==> config.mk <==
export PLATFORM = sky130hd
export DESIGN_NAME = pipeline_ctrl_flat
export DESIGN_NICKNAME = d
export VERILOG_FILES = /design/src/rtl/pipeline_ctrl_pkg.sv /design/src/rtl/pipeline_ctrl_if.sv /design/src/rtl/pipeline_ctrl_load_use_detect.sv /design/src/rtl/pipeline_ctrl.sv /design/src/flat_wrapper.sv
export SDC_FILE = /design/constraint.sdc
export NUM_CORES = 1
export LEC_CHECK = 0
export BUFFER_PORTS_ARGS = -buffer_cell sky130_fd_sc_hd__clkbuf_2
export CORE_AREA = 2 2 39 41
export CTS_CLUSTER_DIAMETER = 200
export DETAILED_ROUTE_END_ITERATION = 16
export DIE_AREA = 0 0 41 43
export GPL_TIMING_DRIVEN = 0
export MAX_ROUTING_LAYER = met4
export PLACE_DENSITY = 0.7
export SLEW_MARGIN = 25
export SYNTH_ARGS = -nofsm -noshare
export SYNTH_HDL_FRONTEND = slang
export SYNTH_HIERARCHICAL = 1
export SYNTH_SLANG_ARGS = --single-unit
==> constraint.sdc <==
create_clock -name clk -period 1.35 [get_ports clk]
set_clock_uncertainty 0.05 [all_clocks]
set_input_delay 0 -clock clk [delete_from_list [all_inputs] [get_ports clk]]
set_output_delay 0 -clock clk [all_outputs]
set_load 0.02 [all_outputs]
==> src/rtl/pipeline_ctrl_pkg.sv <==
`default_nettype none
// ============================================================================
// Module  : pipeline_ctrl_pkg
// Brief   : Shared types for the pipeline stall/flush sequencer.
// Revision: 1.0
// ============================================================================
package pipeline_ctrl_pkg;

    typedef logic [4:0] regbits_t;

    typedef enum logic [2:0] {
        RUN    = 3'd0,
        DWAIT  = 3'd1,
        HALTED = 3'd2
    } pipe_state_t;

    localparam regbits_t c_REG_ZERO = 5'd0;

endpackage : pipeline_ctrl_pkg
`default_nettype wire

==> src/rtl/pipeline_ctrl_if.sv <==
`default_nettype none
// ============================================================================
// Module  : pipeline_ctrl_if
// Brief   : Hazard inputs and latch controls of pipeline_ctrl; counters under PIPE_PERF_EN.
// Revision: 1.0
// ============================================================================
interface pipeline_ctrl_if
`ifdef PIPE_PERF_EN
    #(parameter int CNT_W = 32)
`endif
    ();
    import pipeline_ctrl_pkg::*;

    logic        ihit;
    logic        dhit;
    logic        mem_dreq;
    logic        idex_memread;
    regbits_t    idex_rt;
    regbits_t    ifid_rs;
    regbits_t    ifid_rt;
    logic        br_taken;
    logic        halt_wb;

    logic        pc_en;
    logic        ifid_en;
    logic        idex_en;
    logic        exmem_en;
    logic        memwb_en;
    logic        ifid_flush;
    logic        idex_flush;
    logic        exmem_flush;
    logic        memwb_flush;
    logic        halt;
    pipe_state_t state;
`ifdef PIPE_PERF_EN
    logic [CNT_W-1:0] cyc_cnt;
    logic [CNT_W-1:0] stall_cnt;
    logic [CNT_W-1:0] flush_cnt;
`endif

    modport pc (
        input  ihit, dhit, mem_dreq, idex_memread, idex_rt, ifid_rs, ifid_rt,
               br_taken, halt_wb,
        output pc_en, ifid_en, idex_en, exmem_en, memwb_en,
               ifid_flush, idex_flush, exmem_flush, memwb_flush, halt, state
`ifdef PIPE_PERF_EN
        , output cyc_cnt, stall_cnt, flush_cnt
`endif
    );

    modport tb (
        output ihit, dhit, mem_dreq, idex_memread, idex_rt, ifid_rs, ifid_rt,
               br_taken, halt_wb,
        input  pc_en, ifid_en, idex_en, exmem_en, memwb_en,
               ifid_flush, idex_flush, exmem_flush, memwb_flush, halt, state
`ifdef PIPE_PERF_EN
        , input cyc_cnt, stall_cnt, flush_cnt
`endif
    );

endinterface : pipeline_ctrl_if
`default_nettype wire

==> src/rtl/pipeline_ctrl_load_use_detect.sv <==
`default_nettype none
// ============================================================================
// Module  : load_use_detect
// Brief   : Flags a load in ID/EX whose destination feeds the instruction in IF/ID.
// Revision: 1.0
// ============================================================================
module load_use_detect
    import pipeline_ctrl_pkg::*;
(
    input  logic     memread_i,
    input  regbits_t idex_rt_i,
    input  regbits_t ifid_rs_i,
    input  regbits_t ifid_rt_i,
    output logic     lu_hazard_o
);

    // $zero is never a true dependency, so a load targeting it never stalls.
    assign lu_hazard_o = memread_i && (idex_rt_i != c_REG_ZERO) &&
                         ((idex_rt_i == ifid_rs_i) || (idex_rt_i == ifid_rt_i));

endmodule : load_use_detect
`default_nettype wire

==> src/rtl/pipeline_ctrl.sv <==
`default_nettype none
// ============================================================================
// Module  : pipeline_ctrl
// Brief   : Stall/flush sequencer for the 5-stage pipeline. Optional performance
//           counters are built when PIPE_PERF_EN is defined.
// Revision: 1.0
// ============================================================================
module pipeline_ctrl
    import pipeline_ctrl_pkg::*;
#(
    parameter int BR_STAGE = 3
`ifdef PIPE_PERF_EN
    , parameter int CNT_W  = 32
`endif
)
(
    input  logic          clk,
    input  logic          rst,
    pipeline_ctrl_if.pc   bus
);

    localparam logic c_BR_FLUSH_EXMEM = (BR_STAGE == 3);

    pipe_state_t state_q, state_d;
    logic        squash_pend_q, squash_pend_d;

    logic lu_hazard;
    logic dstall;
    logic br_consumed;
    logic pc_en, ifid_en, idex_en, exmem_en, memwb_en;
    logic ifid_flush, idex_flush, exmem_flush, memwb_flush;
    logic halt;

    load_use_detect u_lu (
        .memread_i   (bus.idex_memread),
        .idex_rt_i   (bus.idex_rt),
        .ifid_rs_i   (bus.ifid_rs),
        .ifid_rt_i   (bus.ifid_rt),
        .lu_hazard_o (lu_hazard)
    );

    // Once waiting, only dhit releases the stall, whatever mem_dreq does.
    assign dstall = (state_q == DWAIT) ? !bus.dhit : (bus.mem_dreq && !bus.dhit);

    always_comb begin
        state_d       = state_q;
        squash_pend_d = squash_pend_q;
        br_consumed   = 1'b0;
        pc_en         = 1'b0;
        ifid_en       = 1'b0;
        idex_en       = 1'b0;
        exmem_en      = 1'b0;
        memwb_en      = 1'b0;
        ifid_flush    = 1'b0;
        idex_flush    = 1'b0;
        exmem_flush   = 1'b0;
        memwb_flush   = 1'b0;
        halt          = 1'b0;

        if (rst) begin
            state_d       = RUN;
            squash_pend_d = 1'b0;
        end else if ((state_q == HALTED) || bus.halt_wb) begin
            state_d = HALTED;
            halt    = 1'b1;
        end else if (dstall) begin
            state_d     = DWAIT;
            memwb_en    = 1'b1;
            memwb_flush = 1'b1;
        end else begin
            state_d  = RUN;
            pc_en    = 1'b1;
            ifid_en  = 1'b1;
            idex_en  = 1'b1;
            exmem_en = 1'b1;
            memwb_en = 1'b1;
            // A redirect seen while waiting came from a held stage; take it when it recurs.
            if (bus.br_taken && (state_q != DWAIT)) begin
                br_consumed   = 1'b1;
                ifid_flush    = 1'b1;
                idex_flush    = 1'b1;
                exmem_flush   = c_BR_FLUSH_EXMEM;
                squash_pend_d = !bus.ihit;
            end else if (lu_hazard) begin
                pc_en      = 1'b0;
                ifid_en    = 1'b0;
                idex_flush = 1'b1;
                if (bus.ihit) begin
                    squash_pend_d = 1'b0;
                end
            end else if (!bus.ihit) begin
                pc_en      = 1'b0;
                ifid_flush = 1'b1;
            end else if (squash_pend_q) begin
                // This hit answers the pre-redirect fetch: drop it and refetch the target.
                pc_en         = 1'b0;
                ifid_flush    = 1'b1;
                squash_pend_d = 1'b0;
            end
        end
    end

    always_ff @(posedge clk or posedge rst) begin
        if (rst) begin
            state_q       <= RUN;
            squash_pend_q <= 1'b0;
        end else begin
            state_q       <= state_d;
            squash_pend_q <= squash_pend_d;
        end
    end

    assign bus.pc_en       = pc_en;
    assign bus.ifid_en     = ifid_en;
    assign bus.idex_en     = idex_en;
    assign bus.exmem_en    = exmem_en;
    assign bus.memwb_en    = memwb_en;
    assign bus.ifid_flush  = ifid_flush;
    assign bus.idex_flush  = idex_flush;
    assign bus.exmem_flush = exmem_flush;
    assign bus.memwb_flush = memwb_flush;
    assign bus.halt        = halt;
    assign bus.state       = state_q;

`ifdef PIPE_PERF_EN
    localparam logic [CNT_W-1:0] c_ONE = {{(CNT_W-1){1'b0}}, 1'b1};

    logic [CNT_W-1:0] cyc_cnt_q, stall_cnt_q, flush_cnt_q;

    always_ff @(posedge clk or posedge rst) begin
        if (rst) begin
            cyc_cnt_q   <= '0;
            stall_cnt_q <= '0;
            flush_cnt_q <= '0;
        end else if (state_q != HALTED) begin
            cyc_cnt_q <= cyc_cnt_q + c_ONE;
            if (!pc_en) begin
                stall_cnt_q <= stall_cnt_q + c_ONE;
            end
            if (br_consumed) begin
                flush_cnt_q <= flush_cnt_q + c_ONE;
            end
        end
    end

    assign bus.cyc_cnt   = cyc_cnt_q;
    assign bus.stall_cnt = stall_cnt_q;
    assign bus.flush_cnt = flush_cnt_q;
`else
    logic unused_br;
    assign unused_br = br_consumed;
`endif

endmodule : pipeline_ctrl
`default_nettype wire
==> src/flat_wrapper.sv <==
// flat-port wrapper written by rule: the top's interface ports become plain ports
module pipeline_ctrl_flat import pipeline_ctrl_pkg::*;
#(
    parameter int BR_STAGE = 3

)
  (clk, rst, bus_ihit, bus_dhit, bus_mem_dreq, bus_idex_memread, bus_idex_rt, bus_ifid_rs, bus_ifid_rt, bus_br_taken, bus_halt_wb, bus_pc_en, bus_ifid_en, bus_idex_en, bus_exmem_en, bus_memwb_en, bus_ifid_flush, bus_idex_flush, bus_exmem_flush, bus_memwb_flush, bus_halt, bus_state);
  pipeline_ctrl_if bus_i ();
  input  logic clk;
  input  logic rst;
  input wire logic [$bits(bus_i.ihit)-1:0] bus_ihit;
  input wire logic [$bits(bus_i.dhit)-1:0] bus_dhit;
  input wire logic [$bits(bus_i.mem_dreq)-1:0] bus_mem_dreq;
  input wire logic [$bits(bus_i.idex_memread)-1:0] bus_idex_memread;
  input wire logic [$bits(bus_i.idex_rt)-1:0] bus_idex_rt;
  input wire logic [$bits(bus_i.ifid_rs)-1:0] bus_ifid_rs;
  input wire logic [$bits(bus_i.ifid_rt)-1:0] bus_ifid_rt;
  input wire logic [$bits(bus_i.br_taken)-1:0] bus_br_taken;
  input wire logic [$bits(bus_i.halt_wb)-1:0] bus_halt_wb;
  output wire logic [$bits(bus_i.pc_en)-1:0] bus_pc_en;
  output wire logic [$bits(bus_i.ifid_en)-1:0] bus_ifid_en;
  output wire logic [$bits(bus_i.idex_en)-1:0] bus_idex_en;
  output wire logic [$bits(bus_i.exmem_en)-1:0] bus_exmem_en;
  output wire logic [$bits(bus_i.memwb_en)-1:0] bus_memwb_en;
  output wire logic [$bits(bus_i.ifid_flush)-1:0] bus_ifid_flush;
  output wire logic [$bits(bus_i.idex_flush)-1:0] bus_idex_flush;
  output wire logic [$bits(bus_i.exmem_flush)-1:0] bus_exmem_flush;
  output wire logic [$bits(bus_i.memwb_flush)-1:0] bus_memwb_flush;
  output wire logic [$bits(bus_i.halt)-1:0] bus_halt;
  output wire logic [$bits(bus_i.state)-1:0] bus_state;
  assign bus_i.ihit = bus_ihit;
  assign bus_i.dhit = bus_dhit;
  assign bus_i.mem_dreq = bus_mem_dreq;
  assign bus_i.idex_memread = bus_idex_memread;
  assign bus_i.idex_rt = bus_idex_rt;
  assign bus_i.ifid_rs = bus_ifid_rs;
  assign bus_i.ifid_rt = bus_ifid_rt;
  assign bus_i.br_taken = bus_br_taken;
  assign bus_i.halt_wb = bus_halt_wb;
  assign bus_pc_en = bus_i.pc_en;
  assign bus_ifid_en = bus_i.ifid_en;
  assign bus_idex_en = bus_i.idex_en;
  assign bus_exmem_en = bus_i.exmem_en;
  assign bus_memwb_en = bus_i.memwb_en;
  assign bus_ifid_flush = bus_i.ifid_flush;
  assign bus_idex_flush = bus_i.idex_flush;
  assign bus_exmem_flush = bus_i.exmem_flush;
  assign bus_memwb_flush = bus_i.memwb_flush;
  assign bus_halt = bus_i.halt;
  assign bus_state = bus_i.state;
  pipeline_ctrl #(.BR_STAGE(BR_STAGE)) u_core (.clk(clk), .rst(rst), .bus(bus_i));
endmodule
Word level (Yosys, flattened, before mapping):

Cells that the tools add are included.

* eq/ne operators: 7
* multiplexer cells: 47
* reduce and logical (&&, ||, !) cells: 11

Operators with widths (number)
* $mux 1: 45
* $eq 5x5->1: 2
* $mux 3: 2
* $reduce_bool 5->1: 1
* $logic_and 1x1->1: 4
* $ne 2x2->1 const B: 2
* $eq 3x1->1 const B: 1
* $eq 3x2->1 const B: 1
* $ne 3x1->1 const B: 1
* $reduce_and 3->1: 1
* $reduce_bool 3->1: 1
* $logic_not 1->1: 2
* $logic_or 1x1->1: 2

* register bits after elaboration: 4
* bits of input ports: 23
* output and inout bits: 13

Longest topological paths before layout:

* word-level depth: 8
* depth in mapped cells: 7
* depth with buffers taken out: 7

Hierarchy:

The synthesis kept the hierarchy.

Modules (own cells, without submodules)
* pipeline_ctrl: times used 1, cells each 29, area each 219.0 um^2, seq. area each 75.1 um^2
* load_use_detect: times used 1, cells each 17, area each 125.1 um^2, seq. area each 0.0 um^2

Worst setup path before layout:

OpenSTA, ideal clock, no wires.

* path kind: register to output
* start: register u_core.state_q[0], in the netlist u_core/bus.state[0]
* end: output port bus_idex_flush
* arrival time: 1577 ps
* required time: 1300 ps
* slack: -277 ps
* cell stages (with the launch flop): 5
* buffers on the path: 0
* path through: dfrtp_1 inv_1 a211oi_2 nand2_1 a21oi_1

* cells in the longest elaborated chain, start to end: 6
* elaborated cells between the ends (all ways): 10
* those cells by class: eq/ne: 3; mux: 5; reduce/logical: 2

RTL lines
* start, declared: RTL line pipeline_ctrl.sv:24 `pipe_state_t state_q, state_d;`
* start signal, assigned: RTL line pipeline_ctrl.sv:108 `state_q <= state_d;`
* $ne 3x1->1: RTL line pipeline_ctrl.sv:78 `if (bus.br_taken && (state_q != DWAIT)) begin`
* $logic_and 1x1->1: RTL line pipeline_ctrl.sv:78
* $mux 1: RTL line pipeline_ctrl.sv:78
* $mux 1: RTL line pipeline_ctrl.sv:66 `end else if (dstall) begin`
* $mux 1 (*): RTL line pipeline_ctrl.sv:63 `end else if ((state_q == HALTED) || bus.halt_wb) begin`
* $mux 1 (*): RTL line pipeline_ctrl.sv:60 `if (rst) begin`
* end, declared: RTL line flat_wrapper.sv:26 `output wire logic [$bits(bus_i.idex_flush)-1:0] bus_idex_flush;`

Every way passes the cells marked *; elsewhere a longest branch is shown, timed or not.

Final worst setup path:

* start: register u_core.state_q[1], in the netlist u_core/bus.state[1]
* end: output port bus_idex_en

* cells in the longest elaborated chain, start to end: 5
* elaborated cells between the ends (all ways): 7
* those cells by class: eq/ne: 2; mux: 4; reduce/logical: 1

RTL lines
* $eq 3x1->1: RTL line pipeline_ctrl.sv:43 `assign dstall = (state_q == DWAIT) ? !bus.dhit : (bus.mem_dreq && !bus.dhit);`
* $mux 1: RTL line pipeline_ctrl.sv:43
* $mux 1: RTL line pipeline_ctrl.sv:66
* $mux 1 (*): RTL line pipeline_ctrl.sv:63
* $mux 1 (*): RTL line pipeline_ctrl.sv:60
* end, declared: RTL line flat_wrapper.sv:22 `output wire logic [$bits(bus_i.idex_en)-1:0] bus_idex_en;`

Marks and branches as above.

==> impl_results.md <==
- Worst Setup End Kind: output pin
- Max Fclk: 681 MHz
- Final setup viols: 9
- WP data required: between 1000 and 1500 ps
- Crit path arrival time: about 1400 ps
- Pin count of the biggest net entering global routing: 7
- Cells after Synth: between 40 and 50
- CTS Sinks: 3
- Final setup TNS: -640 ps
- DP HPWL: approximately 830 um
- Synth Area per Inst: ~7.5 um2
- EDFF count, synth: 0
- Final hold viol count: 1
- Initial antenna violation count: 0
- Die Wd: roughly 41 um
- Worst hold slack: -5.63 ps
- CTS Buf Count: 3
- Vias: 471
- Core Box Area: between 1000 and 1500 um2
- GP Congestion: 0.668
- Drt drc: 0
- Synthesis-to-finish area growth: 109%
- Slowest cell on crit path: dfrtp_2
- Tot Pwr: 450 uW
- Buffers added on ports: 34
- Antenna diodes: 0
- Worst Hold Class: in -> reg
- GRT Overall Usage: between 10% and 20%
- Crit path time final: ~1500 ps
- Max IR drop VDD: ~0.33 mV
- Failing checks: hold timing, setup timing
- Critical path's top delay family: flip-flops
- Wire length on met2: approximately 600 um
- Drt wl/cell: around 10 um
- Synth cell count leaders: a21oi_1, inv_1, xor2_1
- Vias in the first global route: about 480
- Row cnt: 14
- Cell taking the most area after synthesis: dfrtp_1
- Slew Limit Fails: 0
- Synth top area share: about 22%
- CP Max Fanout: 6
- Ports: 36
- Synthesized net count: 69
- CP Cell Sequence: nand2b_4, a21o_4, nand2_4, inv_4, buf_6, clkbuf_8
- Post-route antenna net violation count: 0
- Remaining Overflow, GRT: 0
- Startpoint Class: register
- Worst Path Buf+Inv: 3
- Cell Pwr Density: about 630 nW/um2
- Initial detailed-routing violation count: 1
- Die height: between 40 and 50 um
- Clk_lat worst skew: 230 ps
- Clk root buf: clkbuf_4
- Async SR Flop Fraction: between 90% and 100%
- Via-per-instance ratio: ~4.5
- Critical path type: reg -> out
- Cell Count, Final, Fillers Out: 105
- Netlist cell types: 19
- Post-synthesis sequential area ratio: between 20 and 25%
- Seq cells post-synth: 3
- Post-route setup slack: -118 ps
- H-tree depth: 1
- Crit-path max cell delay: approximately 420 ps
- Fraction of layout cells with a size suffix above 1: between 60 and 70%
- First-pass GRT wire length: approximately 1600 um
- Nets: approximately 110
- Die ar.: roughly 1800 um2
- CTS tree: built
- Met3 WL: 108 um
- YS warnings: 6
- Period utilization: 109%
- Max_cap viols: 0
- Longest Clk Path Bufs: 2
- DR top layer: met3
- Status: finished with violations
- Unrepaired setup endpoints after global routing: true
- Top FF cell, synth: dfrtp_1
- Reg clk slew, reported paths: around 40 ps
- DR pass1 iterations: 2
- Initial Util: about a quarter
- Dpl cells: 96
- WL met1: between 300 and 400 um
- Filler cells: around 140
- Leak pwr: 0.358 nW
- Top post-synthesis cells by area: dfrtp_1, xor2_1, xnor2_1, a21oi_1, inv_1
- Wirelength, routed: between 1000 and 1500 um
- Synthesized cell area: around 340 um2
cells in the final DEF, fill, tap and decap left out, types with 2 or more instances in the layout:
cell type	Yosys	routed
nor3_1	2	2
clkbuf_4	0	3
clkbuf_8	0	6
nand3_1	3	3
inv_1	6	4
dlygate4sd3_1	0	2
clkbuf_2	0	27
a21oi_1	6	2
buf_4	2	5
xnor2_1	4	4
a21oi_2	0	4
xor2_1	6	6
dfrtp_2	0	2
worst reg2reg max path, cell delays in order (launching register included):
cell	delay, ps
dfrtp_2	420
nand2b_4	150
a21o_4	220
buf_4	130
a41oi_1	190
a311oi_1	70
repair_timing:
action                                  CTS  global route
gates cloned                              0             0
pin swaps                                 4             0
setup buffers                             3             0
endpoints found under the hold margin     5             0
resized for setup                        18             2
endpoints found under the setup margin    8            10
hold buffers                              2             0
worst paths after layout:
path / from / to / slack (ps) / cells after the start
min in group asynchronous: rst / u_core/bus.state[0]$_DFF_PP0_ / 210 / 3
max in group asynchronous: rst / u_core/bus.state[1]$_DFF_PP0_ / 900 / 3
max: u_core/bus.state[1]$_DFF_PP0_ / bus_idex_en / -120 / 6
max reg2reg: u_core/bus.state[1]$_DFF_PP0_ / u_core/squash_pend_q$_DFFE_PP0P_ / -10 / 5
min: bus_dhit / u_core/bus.state[0]$_DFF_PP0_ / -6 / 3
min reg2reg: u_core/squash_pend_q$_DFFE_PP0P_ / u_core/squash_pend_q$_DFFE_PP0P_ / 590 / 2
layer usage:
metal	vias to the layer above	track usage [%]
met1	208	11.0
met2	24	25.6
met5	-	-
met4	0	6.00
met3	0	3.66
li1	239	-
flip-flops by register name (all words and copies together) (netlist names):
signal,cells
u_core/squash_pend_q,1
u_core/bus.state,2
where the power goes:
part | internal (mW) | switching [mW] | total [mW] | leakage (nW)
Sequential | 0.0954 | 0.00447 | 0.0999 | 0.0371
Combinational | 0.0978 | 0.0951 | 0.193 | 0.306
Clock | 0.111 | 0.0462 | 0.157 | 0.0150
Total | 0.304 | 0.146 | 0.450 | 0.358
final cells by class:
class | instances | area [um2] | area share, %
Tap cell | 16 | 20.0 | 2.78
Timing Repair Buffer | 39 | 268 | 37.2
Inverter | 6 | 25.0 | 3.48
Sequential cell | 3 | 77.6 | 10.8
Multi-Input combinational cell | 35 | 284 | 39.5
Buffer | 2 | 18.8 | 2.61
Clock buffer | 4 | 26.3 | 3.65
per-stage QoR:
step                utilization (%)  setup WS, ps  area, um2
finish                         52.0          -118        719
global placement               41.1         -30.7        569
floorplan                         -         -30.6        379
CTS                            51.4          -122        712
detailed placement             41.1         -57.5        569
global route                   52.0          -167        719
cell families after synthesis:
group,count (synthesis),share of synthesized area [%]
buffers and inverters,8,10.9
and+or+nand+nor,12,17.5
AOI/OAI and AO/OA,12,23.3
other,1,1.09
xor gates and xnor gates,10,25.5
DFF,3,21.8
No activity file was read; power rests on OpenSTA's default activity.
